===== src/rtl/hazard_pkg.sv =====
// Shared definitions for the hazard scoreboard: producer kinds, forward-select
// encoding and default pipeline latencies.
package hazard_pkg;

    typedef enum logic [1:0] {
        KIND_ALU  = 2'd0,
        KIND_LOAD = 2'd1,
        KIND_MUL  = 2'd2,
        KIND_JUMP = 2'd3
    } kind_e;

    // Forward select: 0 reads the register file, value k picks bypass stage k.
    localparam int FWD_SEL_RF = 0;

    localparam int DEFAULT_FWD_DEPTH = 2;
    localparam int DEFAULT_LOAD_LAT  = 1;
    localparam int DEFAULT_MUL_LAT   = 3;

    function automatic int kind_latency(input kind_e kind, input int load_lat, input int mul_lat);
        case (kind)
            KIND_LOAD: return load_lat;
            KIND_MUL:  return mul_lat;
            default:   return 0;
        endcase
    endfunction

endpackage


===== src/rtl/hazard_sb_entry.sv =====
// One scoreboard entry: latency countdown followed by an age walk through the
// bypass stages until the result has drained to the register file.
module hazard_sb_entry
    import hazard_pkg::*;
#(
    parameter int FWD_DEPTH = DEFAULT_FWD_DEPTH,
    parameter int LOAD_LAT  = DEFAULT_LOAD_LAT,
    parameter int MUL_LAT   = DEFAULT_MUL_LAT,
    parameter int CW        = 2,
    parameter int AW        = 2
) (
    input  logic          clk_i,
    input  logic          rst_i,
    input  logic          set_i,
    input  logic [1:0]    kind_i,
    output logic [CW-1:0] cnt_o,
    output logic [AW-1:0] age_o
);

    always_ff @(posedge clk_i or posedge rst_i) begin
        if (rst_i) begin
            cnt_o <= '0;
            age_o <= '0;
        end else if (set_i) begin
            // Newest writer wins: any older in-flight state is discarded.
            cnt_o <= CW'(kind_latency(kind_e'(kind_i), LOAD_LAT, MUL_LAT));
            age_o <= AW'(1);
        end else if (cnt_o != '0) begin
            cnt_o <= cnt_o - CW'(1);
        end else if (age_o != '0) begin
            age_o <= (age_o >= AW'(FWD_DEPTH)) ? '0 : age_o + AW'(1);
        end
    end

endmodule


===== src/rtl/hazard_scoreboard.sv =====
// Register hazard scoreboard: stall and bypass-select generation for decode.
// Optional stall performance counter enabled by defining HAZARD_PERF_CNT_EN.
module hazard_scoreboard
    import hazard_pkg::*;
#(
    parameter int NREG      = 32,
    parameter int FWD_DEPTH = DEFAULT_FWD_DEPTH,
    parameter int LOAD_LAT  = DEFAULT_LOAD_LAT,
    parameter int MUL_LAT   = DEFAULT_MUL_LAT
) (
    input  logic                           clk_i,
    input  logic                           rst_i,
    input  logic                           issue_valid_i,
    input  logic [$clog2(NREG)-1:0]        issue_rs1_i,
    input  logic [$clog2(NREG)-1:0]        issue_rs2_i,
    input  logic                           issue_use_rs1_i,
    input  logic                           issue_use_rs2_i,
    input  logic [$clog2(NREG)-1:0]        issue_rd_i,
    input  logic                           issue_wr_i,
    input  logic [1:0]                     issue_kind_i,
    input  logic                           flush_i,
    output logic                           stall_o,
    output logic [$clog2(FWD_DEPTH+1)-1:0] fwd_rs1_sel_o,
    output logic [$clog2(FWD_DEPTH+1)-1:0] fwd_rs2_sel_o,
    output logic [NREG-1:0]                pending_o,
    output logic [31:0]                    perf_stall_cnt_o
);

    localparam int RW      = $clog2(NREG);
    localparam int SW      = $clog2(FWD_DEPTH + 1);
    localparam int MAX_LAT = (LOAD_LAT > MUL_LAT) ? LOAD_LAT : MUL_LAT;
    localparam int CW      = ($clog2(MAX_LAT + 1) < 1) ? 1 : $clog2(MAX_LAT + 1);

    logic [CW-1:0] cnt [NREG];
    logic [SW-1:0] age [NREG];
    logic          accept;
    logic          rs1_busy;
    logic          rs2_busy;

    // Handshake: decode holds an instruction while issue_valid_i=1; it is taken
    // on the rising edge where stall_o=0 and flush_i=0, otherwise it must stay put.
    assign accept = issue_valid_i && !stall_o && !flush_i;

    assign cnt[0]       = '0;
    assign age[0]       = '0;
    assign pending_o[0] = 1'b0;

    for (genvar r = 1; r < NREG; r++) begin : g_entry
        hazard_sb_entry #(
            .FWD_DEPTH (FWD_DEPTH),
            .LOAD_LAT  (LOAD_LAT),
            .MUL_LAT   (MUL_LAT),
            .CW        (CW),
            .AW        (SW)
        ) u_entry (
            .clk_i  (clk_i),
            .rst_i  (rst_i),
            .set_i  (accept && issue_wr_i && (issue_rd_i == RW'(r))),
            .kind_i (issue_kind_i),
            .cnt_o  (cnt[r]),
            .age_o  (age[r])
        );
        assign pending_o[r] = (age[r] != '0);
    end

    assign rs1_busy = issue_use_rs1_i && (issue_rs1_i != '0) && (cnt[issue_rs1_i] != '0);
    assign rs2_busy = issue_use_rs2_i && (issue_rs2_i != '0) && (cnt[issue_rs2_i] != '0);
    // A squash wins over a hazard: the held instruction simply disappears.
    assign stall_o  = issue_valid_i && !flush_i && (rs1_busy || rs2_busy);

    always_comb begin
        fwd_rs1_sel_o = SW'(FWD_SEL_RF);
        fwd_rs2_sel_o = SW'(FWD_SEL_RF);
        if ((issue_rs1_i != '0) && (cnt[issue_rs1_i] == '0)) begin
            fwd_rs1_sel_o = age[issue_rs1_i];
        end
        if ((issue_rs2_i != '0) && (cnt[issue_rs2_i] == '0)) begin
            fwd_rs2_sel_o = age[issue_rs2_i];
        end
    end

`ifdef HAZARD_PERF_CNT_EN
    logic [31:0] perf_q;

    always_ff @(posedge clk_i or posedge rst_i) begin
        if (rst_i) begin
            perf_q <= '0;
        end else if (stall_o) begin
            perf_q <= perf_q + 32'd1;
        end
    end

    assign perf_stall_cnt_o = perf_q;
`else
    assign perf_stall_cnt_o = '0;
`endif

endmodule

===== config.mk =====
export PLATFORM = sky130hd
export DESIGN_NAME = hazard_scoreboard
export DESIGN_NICKNAME = d
export VERILOG_FILES = /design/src/rtl/hazard_pkg.sv /design/src/rtl/hazard_sb_entry.sv /design/src/rtl/hazard_scoreboard.sv
export SDC_FILE = /design/constraint.sdc
export NUM_CORES = 1
export LEC_CHECK = 0
export BUFFER_PORTS_ARGS = -buffer_cell sky130_fd_sc_hd__buf_2
export CORE_MARGIN = 10
export CORE_UTILIZATION = 35
export CTS_CLUSTER_SIZE = 20
export DETAILED_ROUTE_END_ITERATION = 6
export GPL_TIMING_DRIVEN = 0
export SLEW_MARGIN = 20
export SYNTH_ARGS = -nofsm -noshare
export SYNTH_HDL_FRONTEND = slang
export SYNTH_HIERARCHICAL = 1
export SYNTH_SLANG_ARGS = --single-unit

===== constraint.sdc =====
create_clock -name clk_i -period 3.1 [get_ports clk_i]
set_clock_uncertainty 0.1 [all_clocks]
set_input_delay 0.62 -clock clk_i [delete_from_list [all_inputs] [get_ports clk_i]]
set_output_delay 0.62 -clock clk_i [all_outputs]
set_load 0.01 [all_outputs]

Word level (Yosys, flattened, before mapping)
Index checks and enable logic that the tools add are counted.

storage, ports and cells
  bits in registers = 124
  bits of input ports = 24
  output and inout port bits = 69
  word-level logic and storage cells = 630

cells by class
  add/subtract/negate cells = 62
  $lt $le $gt $ge = 33
  eq/ne operators = 64
  multiplexer cells = 201
  bitwise gates (word level) = 2
  reduce and logical (&&, ||, !) cells = 206

operator list
  operator               count
  $mux W2                196
  $reduce_bool A2 Y1     126
  $eq A5 B5 Y1 const B   16
  $add A2 B1 Y2 const B  31
  $ge A2 B2 Y1 const B   31
  $ne A2 B1 Y1 const B   31
  $reduce_and A2 Y1      31
  $sub A2 B1 Y2 const B  31
  $logic_and A1 B1 Y1    42
  $bmux W2 S5            4
  $eq A5 B4 Y1 const B   8
  $eq A5 B3 Y1 const B   4
  $ge A6 B6 Y1 const B   2
  $not A5 Y6             2
  $eq A5 B2 Y1 const B   2
  $reduce_bool A5 Y1     2
  $eq A5 B1 Y1 const B   1
  $logic_not A2 Y1       2
  $pmux W2 S2            1
  $eq A2 B1 Y1 const B   1
  $eq A2 B2 Y1 const B   1
  $logic_not A1 Y1       2
  $logic_or A1 B1 Y1     1

Logic depth before layout (Yosys ltp)
Gate-level depths: netlist of the first run.

  depth in word-level cells = 15
  depth in mapped cells = 12
  gate-level depth less buffers = 9

Hierarchy
Netlist of the first run, hierarchy kept.

modules (own cells, without submodules)
  module             times used  cells each  area each (um^2)  seq. area each (um^2)
  hazard_sb_entry    31          21          217.7             100.1
  hazard_scoreboard  1           324         2,627.5           0.0

Worst setup path after synthesis of the first run
OpenSTA, ideal clock, no wires.

  path type = input-to-output
  start point = input issue_rs1_i[0]
  end point = output fwd_rs1_sel_o[0]
  data arrival time = 2,473 ps
  required time = 2,380 ps
  setup slack = -93 ps
  stages on the path = 6
  buffers on the path = 2
  cell sequence = buf_2 > buf_1 > mux4_2 > mux4_2 > mux2i_1 > nor2_1

on the way
  cells in the longest elaborated chain, start to end = 7
  elaborated cells on any way between the ends = 11
  those cells by class = 7 x mux; 1 x bitwise; 3 x reduce/logical

ends and longest elaborated chain
  item                                         RTL line                                          RTL
  start, declared                              hazard_scoreboard.sv:14                           input logic [$clog2(NREG)-1:0] issue_rs1_i,
  $not A5 Y6 (implied by the code)             hazard_scoreboard.sv:74, hazard_scoreboard.sv:75
  $bmux W2 S5                                  hazard_scoreboard.sv:74                           if ((issue_rs1_i != '0) && (cnt[issue_rs1_i] == '0)) begin
  $mux W2 (implied by the code) (2 in series)  hazard_scoreboard.sv:74
  $logic_not A2 Y1                             hazard_scoreboard.sv:74
  $logic_and A1 B1 Y1                          hazard_scoreboard.sv:74
  $mux W2 *                                    hazard_scoreboard.sv:74
  end, declared                                hazard_scoreboard.sv:23                           output logic [$clog2(FWD_DEPTH+1)-1:0] fwd_rs1_sel_o,

Every way passes the cells marked *; elsewhere a longest branch is shown, timed or not. The select of a mux whose other input is x is not followed.

Worst setup path after layout of the first run
  start point = register g_entry[12].u_entry.cnt_o[1]
  end point = output stall_o

on the way
  cells in the longest elaborated chain, start to end = 7
  elaborated cells on any way between the ends = 12
  those cells by class = 6 x mux; 6 x reduce/logical

ends and longest elaborated chain
  item                                      RTL line                                          RTL
  start, declared                           hazard_sb_entry.sv:16                             output logic [CW-1:0] cnt_o,
  start signal, assigned                    hazard_sb_entry.sv:26                             cnt_o <= CW'(kind_latency(kind_e'(kind_i), LOAD_LAT, MUL_LAT));
  start signal, assigned                    hazard_sb_entry.sv:29                             cnt_o <= cnt_o - CW'(1);
  $bmux W2 S5 (on tied branches)            hazard_scoreboard.sv:66, hazard_scoreboard.sv:67
  $mux W2 (on tied branches) (2 in series)  hazard_scoreboard.sv:66, hazard_scoreboard.sv:67
  $reduce_bool A2 Y1 (on tied branches)     hazard_scoreboard.sv:66, hazard_scoreboard.sv:67
  $logic_and A1 B1 Y1 (on tied branches)    hazard_scoreboard.sv:66, hazard_scoreboard.sv:67
  $logic_or A1 B1 Y1 *                      hazard_scoreboard.sv:69                           assign stall_o = issue_valid_i && !flush_i && (rs1_busy || rs2_busy);
  $logic_and A1 B1 Y1 *                     hazard_scoreboard.sv:69
  end, declared                             hazard_scoreboard.sv:22                           output logic stall_o,

Marked as above.

==> metrics, run 1 <==
largest net degree at the start of global routing=32; sequential power share=0.330; net switching power=3.02 mW; die width=184 um; period utilisation layout=1.05; design area=0.0113 mm^2; area delta synth->final=20.2%; final hold vios=0; count of final setup violators=3; Register Area=0.00310 mm^2; routing usage on met1=0.209; FP Rows=59; clock sinks=124; type of origin of the critical path=flop; Placed Cells=1392; main area contributors after synthesis=dfrtp_1, mux4_2, ha_1; LEAKAGE=5.63 nW; Root Buffer=clkbuf_16; Synth Flop Type=dfrtp_1; Post-Place Worst Slack=-0.777 ns; fin nets=1182; most common cell in the netlist=inv_1; GR met3 Demand/Resource=0.0417; All-Layer GR Usage=0.155; maximum vdd ir drop=0.000362 V; failing checks=setup timing; Slew HR=0.376; Cells after Synth=975; Pint=4.91 mW; met2 Resource Use GR=0.234; Post-DP Area=0.0102 mm^2; post-route minimum period=3.25 ns; Comb power frac=0.440; initial antenna violation count=1; setup TNS=-0.325 ns; Top cell by count, worst path=buf_6; Multi-input gate area=0.00563 mm^2; Crit Path Class=reg2out; vias in the first global route=7111; fraction of layout cells with a size suffix above 1=0.280; Die Height=184 um; reg2reg setup slack=0.11 ns; RSZ-0062 raised after global routing=true; sequential area share after synthesis=0.331; Post-DP HPWL=19400 um; post-synth top area cell=dfrtp_1; DR vias/cell=5.07; area of the die=0.0337 mm^2; GRT overflow=0; final setup margin=-0.146 ns; Top Ports=93; clock tree buffer depth=2; most instantiated cells after synthesis=inv_1, dfrtp_1, nor2b_1; Clk pwr share=0.230; syn_area_per_cell=9.62 um^2; Worst R2R End=g_entry[3].u_entry/cnt_o[1]$_DFFE_PP0P_; global-route wire length before repair=40600 um; global route hottest layer=met2; Async SR Flop Fraction=1.00; Post-synth EDFFs=0; H-Tree Depth=4; status=finished with violations; synth warn=6; synthesized cell area=0.00938 mm^2; final WL=26100 um; post-synth top area share=0.331; worst skew pair latency=0.43 ns; largest fanout on the critical path=3; IO Port Bufs=49; post-synthesis cell type count=51; Crit path required time=2.38 ns; clock slew at reported path FFs=0.06 ns; WL/cell=18.1 um; arrival time at the worst endpoint=2.53 ns; #FFs+latches synth=124; initial core utilization=0.358; via count=7330; Post-Layout Cell Count=1445; Routed Antenna Nets=0; max frequency=0.308 GHz; routability-driven placement congestion ratio=0.891; pwr dens=704 mW/mm^2; Critical Path End Type=output port; critical path cell sequence=nor2_4, mux4_2, o21ai_1, a21oi_1, o32a_1, o22ai_4, buf_6, and2_4, buf_6; CTS tree=done; Pre-antenna DRT Iters=5; max capacitance violation total=0; reg2reg path depth=10; Hold Crit Class=in2async; initial DRC count=603; Least-Margin Pin Slew=0.928 ns; Layout fillers=2517; CTS Buf Count=17; DRC errors left=0; reg2reg start=g_entry[13].u_entry/cnt_o[0]$_DFFE_PP0P_; slowest stage delay, CP=0.47 ns; Slew Viols, Final=0; core area=0.0262 mm^2; slowest CP cell=mux4_2; Sw Share=0.381
## how the worst max path moves through the flow
stage | from | endpoint | slack (ns) | cells past startpoint
final | g_entry[12].u_entry/cnt_o[1]$_DFFE_PP0P_ | stall_o | -0.15 | 9
after global routing | g_entry[12].u_entry/cnt_o[1]$_DFFE_PP0P_ | stall_o | -0.20 | 9
after CTS | g_entry[12].u_entry/cnt_o[1]$_DFFE_PP0P_ | stall_o | -0.17 | 9
after detailed placement | issue_rs1_i[1] | fwd_rs1_sel_o[1] | -0.78 | 8
after global placement | issue_rs2_i[0] | g_entry[1].u_entry/cnt_o[1]$_DFFE_PP0P_ | -1.05 | 10
after floorplan | issue_rs1_i[1] | g_entry[11].u_entry/cnt_o[0]$_DFFE_PP0P_ | 0.02 | 11
## layout make-up
class / instances / area share
clock inverters: 14 / 0.00888
flip-flops and latches: 124 / 0.276
diodes: 1 / 0.000222
plain buffers: 61 / 0.0478
well taps: 335 / 0.0372
clock buffers: 18 / 0.0390
inverters: 160 / 0.0542
multi-input cells: 662 / 0.500
repair buffers: 70 / 0.0374
## critical path: cells and delay by family, from the launching register on
kind	cells	cell delay, ns
flops	1	0.42
compound gates	4	0.77
mux	1	0.47
simple gates	2	0.19
buf+inv	2	0.23
## cell families after synthesis
| kind of cell | Yosys count | share of synthesized area |
|---|---|---|
| DFF | 124 | 0.331 |
| other | 1 | 0.000400 |
| adders and majority gates | 62 | 0.0827 |
| muxes | 83 | 0.148 |
| and+or+nand+nor | 322 | 0.191 |
| buffers and inverters | 221 | 0.105 |
| AOI/OAI and AO/OA | 131 | 0.113 |
| xor gates and xnor gates | 31 | 0.0290 |
## power by group through the flow
stage          logic, mW  registers [mW]  clock network [mW]
3_5_place_dp        3.21            2.62                   0
2_1_floorplan       2.60            2.48                   0
3_3_place_gp        3.09            2.60                   0
5_1_grt             3.94            2.69                1.94
6_report            3.49            2.62                1.82
4_1_cts             3.41            2.60                1.86
## per-stage QoR
stage	util	power (mW)	hold slack (ns)
after floorplan	-	5.08	0.286
after global placement	0.388	5.69	0.427
after detailed placement	0.389	5.83	0.438
after CTS	0.422	7.87	0.375
after global routing	0.430	8.57	0.418
final	0.430	7.94	0.378
## cells in the final DEF (no fill, tap or decap), types with 34 or more instances in the layout
| cell | synthesis | routed |
|---|---|---|
| a21oi_1 | 38 | 38 |
| buf_4 | 38 | 57 |
| dfrtp_1 | 124 | 123 |
| buf_2 | 6 | 47 |
| mux4_2 | 44 | 44 |
| nand2_1 | 36 | 35 |
| nor2b_1 | 66 | 64 |
| nand2b_1 | 36 | 36 |
| inv_1 | 158 | 158 |
| nor2_1 | 51 | 41 |
| mux2i_1 | 37 | 34 |
| ha_1 | 62 | 62 |
## what timing repair did
item                                    in CTS  in global routing
hold buffers                                 0                  0
resized for setup                           72                 32
pin swaps                                    5                  5
gates cloned                                 1                  0
endpoints found under the setup margin      20                 20
setup buffers                               11                  8
hold endpoints to repair                     0                  0
## state kept, by name, summed over array words and instances, names as in the netlist
register	flops
g_entry.u_entry/age_o	62
g_entry.u_entry/cnt_o	62
## layer usage
metal	part of all wire	up-vias
met2	0.44	217
met1	0.47	3585
met4	0.021	0
li1	-	3490
met5	0	-
met3	0.064	38
No activity file was read; power rests on OpenSTA's default activity.
==> run 2: changes to the inputs <==
CORE_UTILIZATION = 30   (was 35)
==> metrics, run 2 (synthesis results as in run 1) <==
Finished Core Util=0.376; final hold vios=0; area of the die=0.0387 mm^2; DRC errors left=0; CTS tree=done; worst skew pair latency=0.43 ns; pwr dens=736 mW/mm^2; Hold Crit Class=in2async; Pre-antenna DRT Iters=5; clock tree buffer depth=2; Placed Cells=1453; Comb power frac=0.427; post-route minimum period=3.28 ns; core area=0.0307 mm^2; Slew Viols, Final=0; area delta synth->final=23.3%; largest net degree at the start of global routing=32; reg2reg setup slack=0.14 ns; vias in the first global route=7451; fraction of layout cells with a size suffix above 1=0.289; Clk pwr share=0.262; initial antenna violation count=1; sequential power share=0.311; largest fanout on the critical path=4; Root Buffer=clkbuf_16; Top Ports=93; Slew HR=0.361; initial DRC count=527; fin nets=1189; Top Registers=g_entry.u_entry/age_o x62, g_entry.u_entry/cnt_o x62; type of origin of the critical path=flop; initial core utilization=0.305; Hold Buf Count CTS=0; RSZ-0062 raised after global routing=true; reg2reg path depth=14; FP Rows=64; Sw Share=0.364; maximum vdd ir drop=0.000295 V; H-Tree Depth=4; GRT overflow=0; Routed Antenna Nets=0; All-Layer GR Usage=0.140; IO Port Bufs=49; reg2reg start=g_entry[16].u_entry/cnt_o[0]$_DFFE_PP0P_; Post-DP HPWL=20100 um; Least-Margin Pin Slew=0.959 ns; commonest cells after routing, fill and taps aside=inv_1, dfrtp_1, buf_4, nor2b_1, ha_1; routability-driven placement congestion ratio=0.847; most common cell after layout, fill and taps aside=inv_1; failing checks=setup timing; LEAKAGE=5.75 nW; final WL=27200 um; via count=7519; die width=197 um; global-route wire length before repair=42400 um; Crit Path Class=reg2out; WL/cell=18.0 um; net switching power=3.09 mW; Crit path required time=2.38 ns; max frequency=0.305 GHz; DR vias/cell=4.97; Worst R2R End=g_entry[30].u_entry/cnt_o[1]$_DFFE_PP0P_; start point of the critical path=g_entry[12].u_entry/cnt_o[1]$_DFFE_PP0P_; Post-Layout Cell Count=1514; Critical Path End Type=output port; arrival time at the worst endpoint=2.56 ns; Worst Setup EP=stall_o; max capacitance violation total=0; Pint=5.41 mW; count of final setup violators=5; period utilisation layout=1.06; final setup margin=-0.182 ns; Die Height=197 um; Post-Place Worst Slack=-0.757 ns; clock slew at reported path FFs=0.06 ns; status=finished with violations; clock sinks=124; CTS Buf Count=17
[run 2: changes by cell type in the layout (fill, tap and decap cells not counted), moves of 3 or more]
cell,before,now
nor2_2,6,10
nor3_4,0,3
bufinv_16,0,5
buf_4,57,64
nor2_1,41,35
clkinvlp_4,9,3
nor3_2,7,4
[run 2: layout make-up]
type,count,area (um^2)
antenna,2,5.00
buffer,61,517
clock buffer,20,457
inverter,160,611
multi-input combinational,662,5700
fill,3052,19200
clock inverter,12,193
sequential,124,3110
tap,396,495
timing repair buffer,77,477
[run 2: power by group through the flow]
stage          logic [mW]  clock network, mW  registers (mW)
2_1_floorplan        2.60                  0            2.48
6_report             3.63               2.23            2.64
5_1_grt              4.06               2.34            2.71
3_3_place_gp         3.06                  0            2.60
3_5_place_dp         3.23                  0            2.63
4_1_cts              3.51               2.27            2.60
[run 2: worst min-delay path by stage]
stage / to / from / slack, ns / cells after the start
2_1_floorplan: g_entry[10].u_entry/age_o[0]$_DFFE_PP0P_ / rst_i / 0.29 / 1
3_3_place_gp: g_entry[4].u_entry/age_o[0]$_DFFE_PP0P_ / g_entry[4].u_entry/age_o[0]$_DFFE_PP0P_ / 0.43 / 1
3_5_place_dp: g_entry[4].u_entry/age_o[0]$_DFFE_PP0P_ / g_entry[4].u_entry/age_o[0]$_DFFE_PP0P_ / 0.44 / 1
4_1_cts: g_entry[25].u_entry/age_o[1]$_DFFE_PP0P_ / rst_i / 0.38 / 2
5_1_grt: g_entry[24].u_entry/age_o[0]$_DFFE_PP0P_ / rst_i / 0.40 / 2
6_report: g_entry[25].u_entry/age_o[1]$_DFFE_PP0P_ / rst_i / 0.38 / 2
[run 2: repair_timing]
item,in CTS,in global routing
pin swaps,7,5
setup buffers,21,6
gates cloned,0,0
gates resized for setup,74,38
setup endpoints to repair,23,18
[run 2: worst max-delay path, stage by stage, from the launching register on]
cell	delay, ns
dfrtp_1	0.39
nor2_4	0.06
mux4_2	0.49
o21ai_2	0.14
a21oi_2	0.04
o32a_1	0.39
o22ai_4	0.23
buf_6	0.15
and2_4	0.13
buf_6	0.09
[run 2: routing by layer]
metal / up-vias / routed length [um] / track usage
met5: - / 0 / 0
met4: 0 / 570 / 0.0447
met3: 39 / 1910 / 0.0407
met2: 258 / 12500 / 0.221
met1: 3716 / 12200 / 0.182
li1: 3506 / - / -
[run 2: metrics by stage]
stage | TNS (ns) | power [mW] | hold slack (ns) | cell area, um^2
after floorplan | 0 | 5.08 | 0.286 | 9500
after global placement | -33.54 | 5.66 | 0.427 | 10200
after detailed placement | -28.86 | 5.85 | 0.442 | 10300
after CTS | -0.367 | 8.38 | 0.379 | 11300
after global routing | -0.800 | 9.11 | 0.398 | 11600
final | -0.462 | 8.51 | 0.379 | 11600
==> run 3: changes to the inputs <==
clock period = 3.2 ns   (was 3.1 ns; I/O delays follow)
==> metrics, run 3 (synthesis results as in run 1) <==
status=finished with violations; failing checks=setup timing; M1 WL=12100 um; area delta synth->final=19.8%; Post-Place Worst Slack=-0.716 ns; IO Port Bufs=49; design area=0.0112 mm^2; global-route wire length before repair=41500 um; Pre-antenna DRT Iters=5; reg2reg start=g_entry[5].u_entry/cnt_o[0]$_DFFE_PP0P_; commonest cells after routing, fill and taps aside=inv_1, dfrtp_1, nor2b_1, ha_1, buf_2; RSZ-0062 raised after global routing=true; largest net degree at the start of global routing=32; vias in the first global route=7320; Crit Path Class=in2out; Finished Core Util=0.365; Slew Viols, Final=0; Least-Margin Pin Slew=0.929 ns; slowest stage delay, CP=0.53 ns; DR vias/cell=4.87; reg2reg path depth=11; initial core utilization=0.305; arrival time at the worst endpoint=2.56 ns; Routed Antenna Nets=0; slowest CP cell=mux4_2; CTS Buf Count=17; WL/cell=17.6 um; All-Layer GR Usage=0.137; LEAKAGE=5.62 nW; max frequency=0.303 GHz; met3 routed WL=1890 um; Hold Crit Class=in2async; critical path cell sequence=buf_2, inv_2, mux4_2, a31o_2, o32a_1, o22ai_4, buf_6, and2_1, buf_2; Post-DP HPWL=20000 um; routability-driven placement congestion ratio=0.841; area of the die=0.0387 mm^2; Post-Layout Cell Count=1496; max capacitance violation total=0; initial antenna violation count=0; reg2reg setup slack=0.22 ns; H-Tree Depth=4; met2 wire length=11900 um; period utilisation layout=1.03; Top Registers=g_entry.u_entry/age_o x62, g_entry.u_entry/cnt_o x62; Placed Cells=1453; GRT overflow=0; fraction of layout cells with a size suffix above 1=0.257; most common cell after layout, fill and taps aside=inv_1; fin nets=1172; core area=0.0307 mm^2; final WL=26400 um; final hold vios=0; setup TNS=-0.229 ns; Post-DP Area=0.0103 mm^2; worst skew pair latency=0.43 ns; via count=7282; FP Rows=64; Die Height=197 um; Critical Path End Type=output port; Slew HR=0.381; count of final setup violators=3; die width=197 um; initial DRC count=760; Top cell by count, worst path=buf_2; type of origin of the critical path=input pin; CP top delay family=compound AO/OA/AOI/OAI gates; post-route minimum period=3.30 ns; clock sinks=124; DRC errors left=0; Worst R2R End=g_entry[17].u_entry/cnt_o[1]$_DFFE_PP0P_; clock tree buffer depth=2; final setup margin=-0.0988 ns; Top Ports=93; Crit path required time=2.46 ns; CTS tree=done; clock slew at reported path FFs=0.06 ns; pwr dens=691 mW/mm^2; CP bufs+invs=4; maximum vdd ir drop=0.000280 V; highest routed layer=met4; largest fanout on the critical path=7; Root Buffer=clkbuf_16
run 3: cell count changes in the layout (fill, tap and decap cells not counted), moves of 4 or more:
| cell | change |
|---|---|
| nor2_2 | -4 |
| buf_4 | -19 |
| nor3_1 | +5 |
| nor2_4 | -6 |
| nor2_1 | +10 |
run 3: cell type report:
cell class	instances	area, um^2
fill	3149	19500
tap	396	495
clock inverter	10	114
buffer	61	494
sequential	124	3100
antenna	1	2.50
multi-input combinational	662	5570
timing repair buffer	60	358
clock buffer	22	484
inverter	160	608
run 3: timing repair:
item                       CTS  global route
hold buffers                 0             0
gates resized for setup     46            23
pin swaps                    2             2
buffers inserted             9             0
cloned                       0             1
setup endpoints to repair   25            21
run 3: layer usage:
layer / vias to the layer above / GRT usage
met4: 0 / 0.0419
met3: 32 / 0.0365
met1: 3543 / 0.183
met5: - / 0
met2: 239 / 0.212
li1: 3468 / -
run 3: through the flow:
step           hold WS [ns]  power [mW]
5_1_grt               0.437        8.37
3_3_place_gp          0.430        5.48
3_5_place_dp          0.438        5.65
2_1_floorplan         0.306        4.92
6_report              0.400        7.76
4_1_cts               0.406        7.77
run 3: how the worst max path moves through the flow:
stage	startpoint	to	slack [ns]	cells after the start
after floorplan	issue_rs2_i[1]	stall_o	0.02	9
after global routing	issue_rs2_i[0]	stall_o	-0.18	9
final	issue_rs2_i[0]	stall_o	-0.1	9
after global placement	issue_rs2_i[0]	g_entry[1].u_entry/cnt_o[1]$_DFFE_PP0P_	-0.95	10
after CTS	issue_rs2_i[0]	fwd_rs2_sel_o[0]	-0.10	7
after detailed placement	issue_rs1_i[1]	fwd_rs1_sel_o[0]	-0.72	8
run 3: power breakdown:
part / internal [mW] / switching, mW
clock: 1.22 / 0.726
combinational: 1.63 / 1.66
sequential: 2.06 / 0.462
total: 4.92 / 2.84
run 3: worst reg2reg max path, delay by kind of cell, from the launching register on:
kind            cells  cell delay, ns
flops               1            0.44
compound gates      6            1.12
simple gates        3            0.95
buf+inv             2            0.28
